==> src/rtl/uart_rx_pkg.sv <==
// uart_rx_pkg: shared constants and receiver state type (PARITY state exists only with UART_RX_PARITY_EN)
package uart_rx_pkg;
  localparam int OVERSAMPLE = 16;
  localparam int MID_TICK = 8;
  localparam int DATA_BITS = 8;
  typedef enum logic [2:0] {
    IDLE,
    START,
    DATA,
`ifdef UART_RX_PARITY_EN
    PARITY,
`endif
    STOP,
    WAIT_HIGH
  } rx_state_e;
endpackage

==> src/rtl/uart_rx_fifo.sv <==
// uart_rx_fifo: synchronous first-word-fall-through FIFO; a push into a full FIFO is accepted only alongside a pop
module uart_rx_fifo #(
  parameter int WIDTH = 8,
  parameter int DEPTH = 8
) (
  input  logic                     clk,
  input  logic                     rst,
  input  logic                     push,
  input  logic                     pop,
  input  logic [WIDTH-1:0]         din,
  output logic [WIDTH-1:0]         dout,
  output logic                     full,
  output logic                     empty,
  output logic [$clog2(DEPTH):0]   level
);
  localparam int AW = $clog2(DEPTH);
  logic [WIDTH-1:0] mem [DEPTH];
  logic [AW-1:0] rd, wr;
  logic do_push, do_pop;
  assign empty = level == '0;
  assign full = level == (AW+1)'(DEPTH);
  assign do_pop = pop && !empty;
  assign do_push = push && (!full || do_pop);
  assign dout = empty ? '0 : mem[rd];
  always_ff @(posedge clk) begin
    if (rst) begin
      rd <= '0;
      wr <= '0;
      level <= '0;
    end else begin
      if (do_push) wr <= wr + 1'b1;
      if (do_pop) rd <= rd + 1'b1;
      level <= level + (AW+1)'(do_push) - (AW+1)'(do_pop);
    end
  end
  always_ff @(posedge clk) if (do_push) mem[wr] <= din;
endmodule

==> src/rtl/uart_rx_deframer.sv <==
// uart_rx_deframer: 16x-oversampled 8N1 receiver feeding a FWFT FIFO; UART_RX_PARITY_EN adds a parity bit
module uart_rx_deframer
  import uart_rx_pkg::*;
#(
  parameter int FifoDepth = 8,
  parameter int DivWidth = 16
) (
  input  logic                         CLK,
  input  logic                         RST,
  input  logic [DivWidth-1:0]          baud_div_i,
  input  logic                         rx_i,
`ifdef UART_RX_PARITY_EN
  input  logic                         parity_odd_i,
  output logic                         parity_err_o,
`endif
  output logic [7:0]                   data_o,
  output logic                         valid_o,
  input  logic                         ready_i,
  output logic                         frame_err_o,
  output logic                         overrun_o,
  input  logic                         ovr_clr_i,
  output logic [$clog2(FifoDepth):0]   level_o
);
  localparam int OW = $clog2(OVERSAMPLE);
  localparam int BW = $clog2(DATA_BITS);
  rx_state_e state, state_n;
  logic s1, s2, tick, mid, bit_end, push, ferr_set, good, full, empty, pop;
  logic [DivWidth-1:0] cnt, div_q, div_eff;
  logic [OW-1:0] os;
  logic [BW-1:0] bit_idx;
  logic [DATA_BITS-1:0] shreg;
  assign div_eff = baud_div_i == '0 ? DivWidth'(1) : baud_div_i;
  assign tick = state != IDLE && cnt == div_q - 1'b1;
  assign mid = tick && os == OW'(MID_TICK-1);
  assign bit_end = tick && os == OW'(OVERSAMPLE-1);
  assign valid_o = !empty;
  assign pop = valid_o && ready_i;
  always_ff @(posedge CLK) state <= RST ? IDLE : state_n;
  always_comb begin
    state_n = state;
    push = 1'b0;
    ferr_set = 1'b0;
    case (state)
      IDLE: state_n = s2 ? IDLE : START;
      START: if (mid) state_n = s2 ? IDLE : DATA;
      DATA: if (bit_end && bit_idx == BW'(DATA_BITS-1))
`ifdef UART_RX_PARITY_EN
        state_n = PARITY;
      PARITY: if (bit_end) state_n = STOP;
`else
        state_n = STOP;
`endif
      STOP: if (bit_end) begin
        state_n = s2 ? IDLE : WAIT_HIGH;
        push = s2 && good;
        ferr_set = !s2;
      end
      WAIT_HIGH: state_n = s2 ? IDLE : WAIT_HIGH;
      default: state_n = IDLE;
    endcase
  end
  always_ff @(posedge CLK) begin
    if (RST) begin
      {s1, s2} <= 2'b11;
      cnt <= '0;
      div_q <= div_eff;
      os <= '0;
      bit_idx <= '0;
      shreg <= '0;
      frame_err_o <= 1'b0;
      overrun_o <= 1'b0;
    end else begin
      {s1, s2} <= {rx_i, s1};
      frame_err_o <= ferr_set;
      overrun_o <= (push && full && !pop) ? 1'b1 : ovr_clr_i ? 1'b0 : overrun_o;
      if (state == IDLE) begin
        cnt <= '0;
        div_q <= div_eff;
        os <= '0;
        bit_idx <= '0;
      end else if (tick) begin
        cnt <= '0;
        div_q <= div_eff;
        os <= (state == START && mid) ? '0 : os + 1'b1;
      end else begin
        cnt <= cnt + 1'b1;
      end
      if (state == DATA && bit_end) begin
        shreg <= {s2, shreg[DATA_BITS-1:1]};
        bit_idx <= bit_idx + 1'b1;
      end
    end
  end
`ifdef UART_RX_PARITY_EN
  logic par_bad;
  assign good = !par_bad;
  always_ff @(posedge CLK) begin
    if (RST) begin
      par_bad <= 1'b0;
      parity_err_o <= 1'b0;
    end else begin
      if (state == PARITY && bit_end) par_bad <= ^shreg ^ s2 ^ parity_odd_i;
      parity_err_o <= state == STOP && bit_end && par_bad;
    end
  end
`else
  assign good = 1'b1;
`endif
  uart_rx_fifo #(.WIDTH(8), .DEPTH(FifoDepth)) u_fifo (
    .clk(CLK),
    .rst(RST),
    .push(push),
    .pop(pop),
    .din(shreg),
    .dout(data_o),
    .full(full),
    .empty(empty),
    .level(level_o)
  );
endmodule

==> config.mk <==
export PLATFORM = sky130hd
export DESIGN_NAME = uart_rx_deframer
export DESIGN_NICKNAME = d
export VERILOG_FILES = /design/src/rtl/uart_rx_pkg.sv /design/src/rtl/uart_rx_fifo.sv /design/src/rtl/uart_rx_deframer.sv
export SDC_FILE = /design/constraint.sdc
export NUM_CORES = 1
export LEC_CHECK = 0
export BUFFER_PORTS_ARGS = -buffer_cell sky130_fd_sc_hd__buf_2
export CORE_ASPECT_RATIO = 0.9
export CORE_UTILIZATION = 55
export DETAILED_ROUTE_END_ITERATION = 6
export GPL_ROUTABILITY_DRIVEN = 0
export HOLD_SLACK_MARGIN = 0.06
export PLACE_DENSITY_LB_ADDON = 0.1
export SLEW_MARGIN = 25
export SYNTH_ARGS = -nofsm -noshare
export SYNTH_HDL_FRONTEND = slang
export SYNTH_HIERARCHICAL = 1
export SYNTH_SLANG_ARGS = --single-unit
==> constraint.sdc <==
create_clock -name CLK -period 5.52 [get_ports CLK]
set_input_delay 0.552 -clock CLK [delete_from_list [all_inputs] [get_ports CLK]]
set_output_delay 0.552 -clock CLK [all_outputs]
set_load 0.005 [all_outputs]
==> metrics.md <==
| Metric | Value |
|---|---|
| R2R Path End | u_fifo/mem[5][2] |
| Reg area | 3420 um^2 |
| Power Dens Cells | 366 nW/um^2 |
| Area growth, synth to finish | 12.9% |
| Diode count | 0 |
| Post-route DRC | 5 |
| WHS Endpoint | s1 |
| Unique masters post-synth | 62 |
| Largest fanout on the critical path | 8 |
| Post-Synthesis Mean Instance Area | 12.5 um^2 |
| # rows | 35 |
| M1 GR Usage | 0.269 |
| Routed vias | 3,710 |
| Clk_skew | 0.00822 ns |
| Clock Path Buffers | 2 |
| EDFF count, synth | 80 |
| Post-cts sizing count | 0 |
| Final setup fails | 0 |
| Max-cap violations | 0 |
| Worst r2r src | div_q[0] |
| Max Fclk | 0.218 GHz |
| HP Class | in2reg |
| Largest net degree at the start of global routing | 37 |
| Tightest Pin Transition | 0.796 ns |
| Number of global-route vias before repair | 3,689 |
| WHS Path Cells | 2 |
| Worst Path Arrival | 4.61 ns |
| Ports | 36 |
| CTS buffer count | 17 |
| Initial antenna violation count | 0 |
| Final ANT Viol Nets | 0 |
| Share of cells above drive strength 1 | 0.213 |
| Post-CTS Setup Bufs | 0 |
| Post-synthesis sequential area ratio | 0.575 |
| Ys flop type | edfxtp_1 |
| All-layer global routing usage | 0.215 |
| Grt met3 use | 0.0559 |
| First-pass GRT wire length | 18.3 mm |
| Crit path launch type | flip-flop |
| Critical Path Sink Type | flip-flop |
| R2r setup slk | 0.94 ns |
| Max-slew violations | 0 |
| 1st-pass router iterations | 6 |
| Multi-input gate area | 2330 um^2 |
| Die area | 11,200 um^2 |
| Die W | 112 um |
| Slew HR | 0.469 |
| Synth warn | 6 |
| Cells after synthesis | 476 |
| DP HPWL | 7.52 mm |
| Final cell utilization of the core | 0.648 |
| WL final | 10.9 mm |
| Leak | 2.38 nW |
| Avg WL per Cell | 16.9 um |
| Hold_sp | rx_i |
| RSZ-0062 raised after global routing | no |
| Total clock sinks | 131 |
| Worst endpoint required time | 5.55 ns |
| FILL cells | 787 |
| Vias per Instance | 5.74 |
| Status | complete, but fails checks |
| Setup_tns | 0 ns |
| Failing checks | DRC |
| Cts hold-fix bufs | 0 |
| Crit Path Category | reg2reg |
| Post-Syn Area | 5950 um^2 |
| Clk root buf | clkbuf_16 |
| Port Buf Inserts | 35 |
| Die Ht | 101 um |
| Flops & latches, synth | 131 |
| Most used routing layer in global routing | met2 |
| VDD IR max | 0.000316 V |
| Grt ovf | 0 |
| Final period util | 0.829 |
| Async S/R FF share, synth | 0 |
| Clk pin slew, worst setup/hold paths | 0.06 ns |
| Fin. Hold Viols | 0 |
| Starting density of the core | 0.573 |
| Fin nets | 538 |
| Fin crit period | 4.58 ns |
| Net Count, Synth | 510 |
| DR iter-0 viols | 189 |
| # H-tree levels | 4 |
| Grt met2 use | 0.364 |
| Core Area | 10,400 um^2 |
| Worst-Skew Late Latency | 0.41 ns |
| R2r worst-path depth | 12 |
| CTS tree | built |
per-layer routing:
metal,share of wire,routed length [um]
met5,0,0
met4,0.012,134
met3,0.025,275
met2,0.49,5350
met1,0.47,5140
state kept, by name (all words and copies together), names as in the netlist, named ones only:
| name | count |
|---|---|
| frame_err_o | 1 |
| s2 | 1 |
| u_fifo/wr | 3 |
| os | 4 |
| bit_idx | 3 |
| s1 | 1 |
| overrun_o | 1 |
| u_fifo/level | 4 |
| shreg | 8 |
| u_fifo/rd | 3 |
| u_fifo/mem | 64 |
| cnt | 16 |
| div_q | 16 |
| state | 3 |
worst max-delay path by stage:
stage | from | endpoint | slack (ns) | depth (start not counted)
CTS | div_q[0] | u_fifo/level[3] | 0.96 | 16
detailed placement | div_q[0] | u_fifo/level[3] | 0.97 | 15
global placement | div_q[0] | u_fifo/level[3] | 1.15 | 16
floorplan | div_q[0] | u_fifo/mem[0][0] | 1.20 | 12
finish | div_q[0] | u_fifo/mem[5][2] | 0.94 | 12
global route | div_q[0] | u_fifo/level[3] | 0.53 | 16
cell type report:
class | instances | share of cell area
Timing Repair Buffer | 41 | 0.0328
Clock buffer | 19 | 0.0644
Sequential cell | 131 | 0.509
Multi-Input combinational cell | 298 | 0.346
Tap cell | 129 | 0.0240
Inverter | 15 | 0.00838
Clock inverter | 13 | 0.0149
report_power, final:
group | switching [mW] | total, mW | internal [mW]
combinational | 0.152 | 0.333 | 0.181
clock | 0.425 | 1.01 | 0.581
sequential | 0.0606 | 1.12 | 1.06
total | 0.637 | 2.46 | 1.82
cell usage after synthesis, types with 3 or more instances:
| library cell | instances | area (um^2) |
|---|---|---|
| a21oi_1 | 11 | 55.1 |
| a22o_1 | 8 | 70.1 |
| and2_1 | 4 | 25.0 |
| and3_1 | 4 | 25.0 |
| buf_2 | 5 | 25.0 |
| clkbuf_1 | 23 | 86.3 |
| dfxtp_1 | 51 | 1020 |
| edfxtp_1 | 80 | 2400 |
| ha_1 | 12 | 150 |
| inv_1 | 15 | 56.3 |
| mux2_2 | 3 | 33.8 |
| mux2i_1 | 13 | 130 |
| mux4_2 | 16 | 360 |
| nand2_1 | 15 | 56.3 |
| nand2b_1 | 6 | 37.5 |
| nand3_1 | 15 | 75.1 |
| nand4_1 | 6 | 37.5 |
| nor2_1 | 51 | 191 |
| nor2b_1 | 7 | 43.8 |
| nor3_1 | 12 | 60.1 |
| nor3b_1 | 6 | 45.0 |
| nor4_1 | 10 | 62.6 |
| o211ai_1 | 3 | 22.5 |
| o21ai_0 | 11 | 55.1 |
| or3_1 | 3 | 18.8 |
| or4_1 | 7 | 52.6 |
| xnor2_1 | 19 | 166 |
| xor2_1 | 16 | 140 |
cells in the final DEF, fill, tap and decap left out, types with 3 or more instances in the layout:
cell type	n
inv_6	3
and3_1	4
a22o_1	8
nor2_1	51
or4_1	7
dfxtp_1	50
clkbuf_16	17
nor3b_1	6
o211ai_1	3
mux4_2	16
edfxtp_1	80
inv_1	15
nor2b_1	7
inv_4	3
mux2_2	3
buf_2	35
nand2b_1	6
or3_1	3
xor2_1	16
nand4_1	6
clkinv_4	3
nor3_1	12
nand3_1	15
mux2i_1	13
a21oi_1	11
nor4_1	10
and2_1	4
buf_4	6
xnor2_1	19
o21ai_0	11
ha_1	12
nand2_1	14
per-stage QoR:
stage | instance area [um^2] | worst slack (ns) | total power, mW | std cells | hold slack (ns)
finish | 6720 | 0.942 | 2.46 | 646 | 0.332
global route | 6720 | 0.534 | 2.57 | 646 | 0.311
CTS | 6720 | 0.957 | 2.49 | 646 | 0.318
detailed placement | 6190 | 0.970 | 1.48 | 614 | 0.398
global placement | 6180 | 1.15 | 1.47 | 614 | 0.396
floorplan | 5950 | 1.20 | 1.39 | 476 | 0.389
cells by family after synthesis:
group | after synthesis | synth area share
AND/OR/NAND/NOR | 162 | 0.149
flip-flops | 131 | 0.575
AO/OA/AOI/OAI | 55 | 0.0702
buffers and inverters | 47 | 0.0345
XOR/XNOR | 35 | 0.0515
multiplexers | 33 | 0.0906
adder cells (fa/ha/maj) | 13 | 0.0286
critical path, stage by stage, from the launching register on:
cell and delay, ns:
edfxtp_1 0.47, inv_1 0.09, ha_1 0.24, or3b_2 0.56
nor4b_4 0.39, mux2i_1 0.22, mux2i_1 0.08, o21ai_0 0.26
nand4_1 0.25, nor4b_2 0.44, and2_1 0.35, o211ai_1 0.21
nor2_1 0.63
No activity file was read; power rests on OpenSTA's default activity.
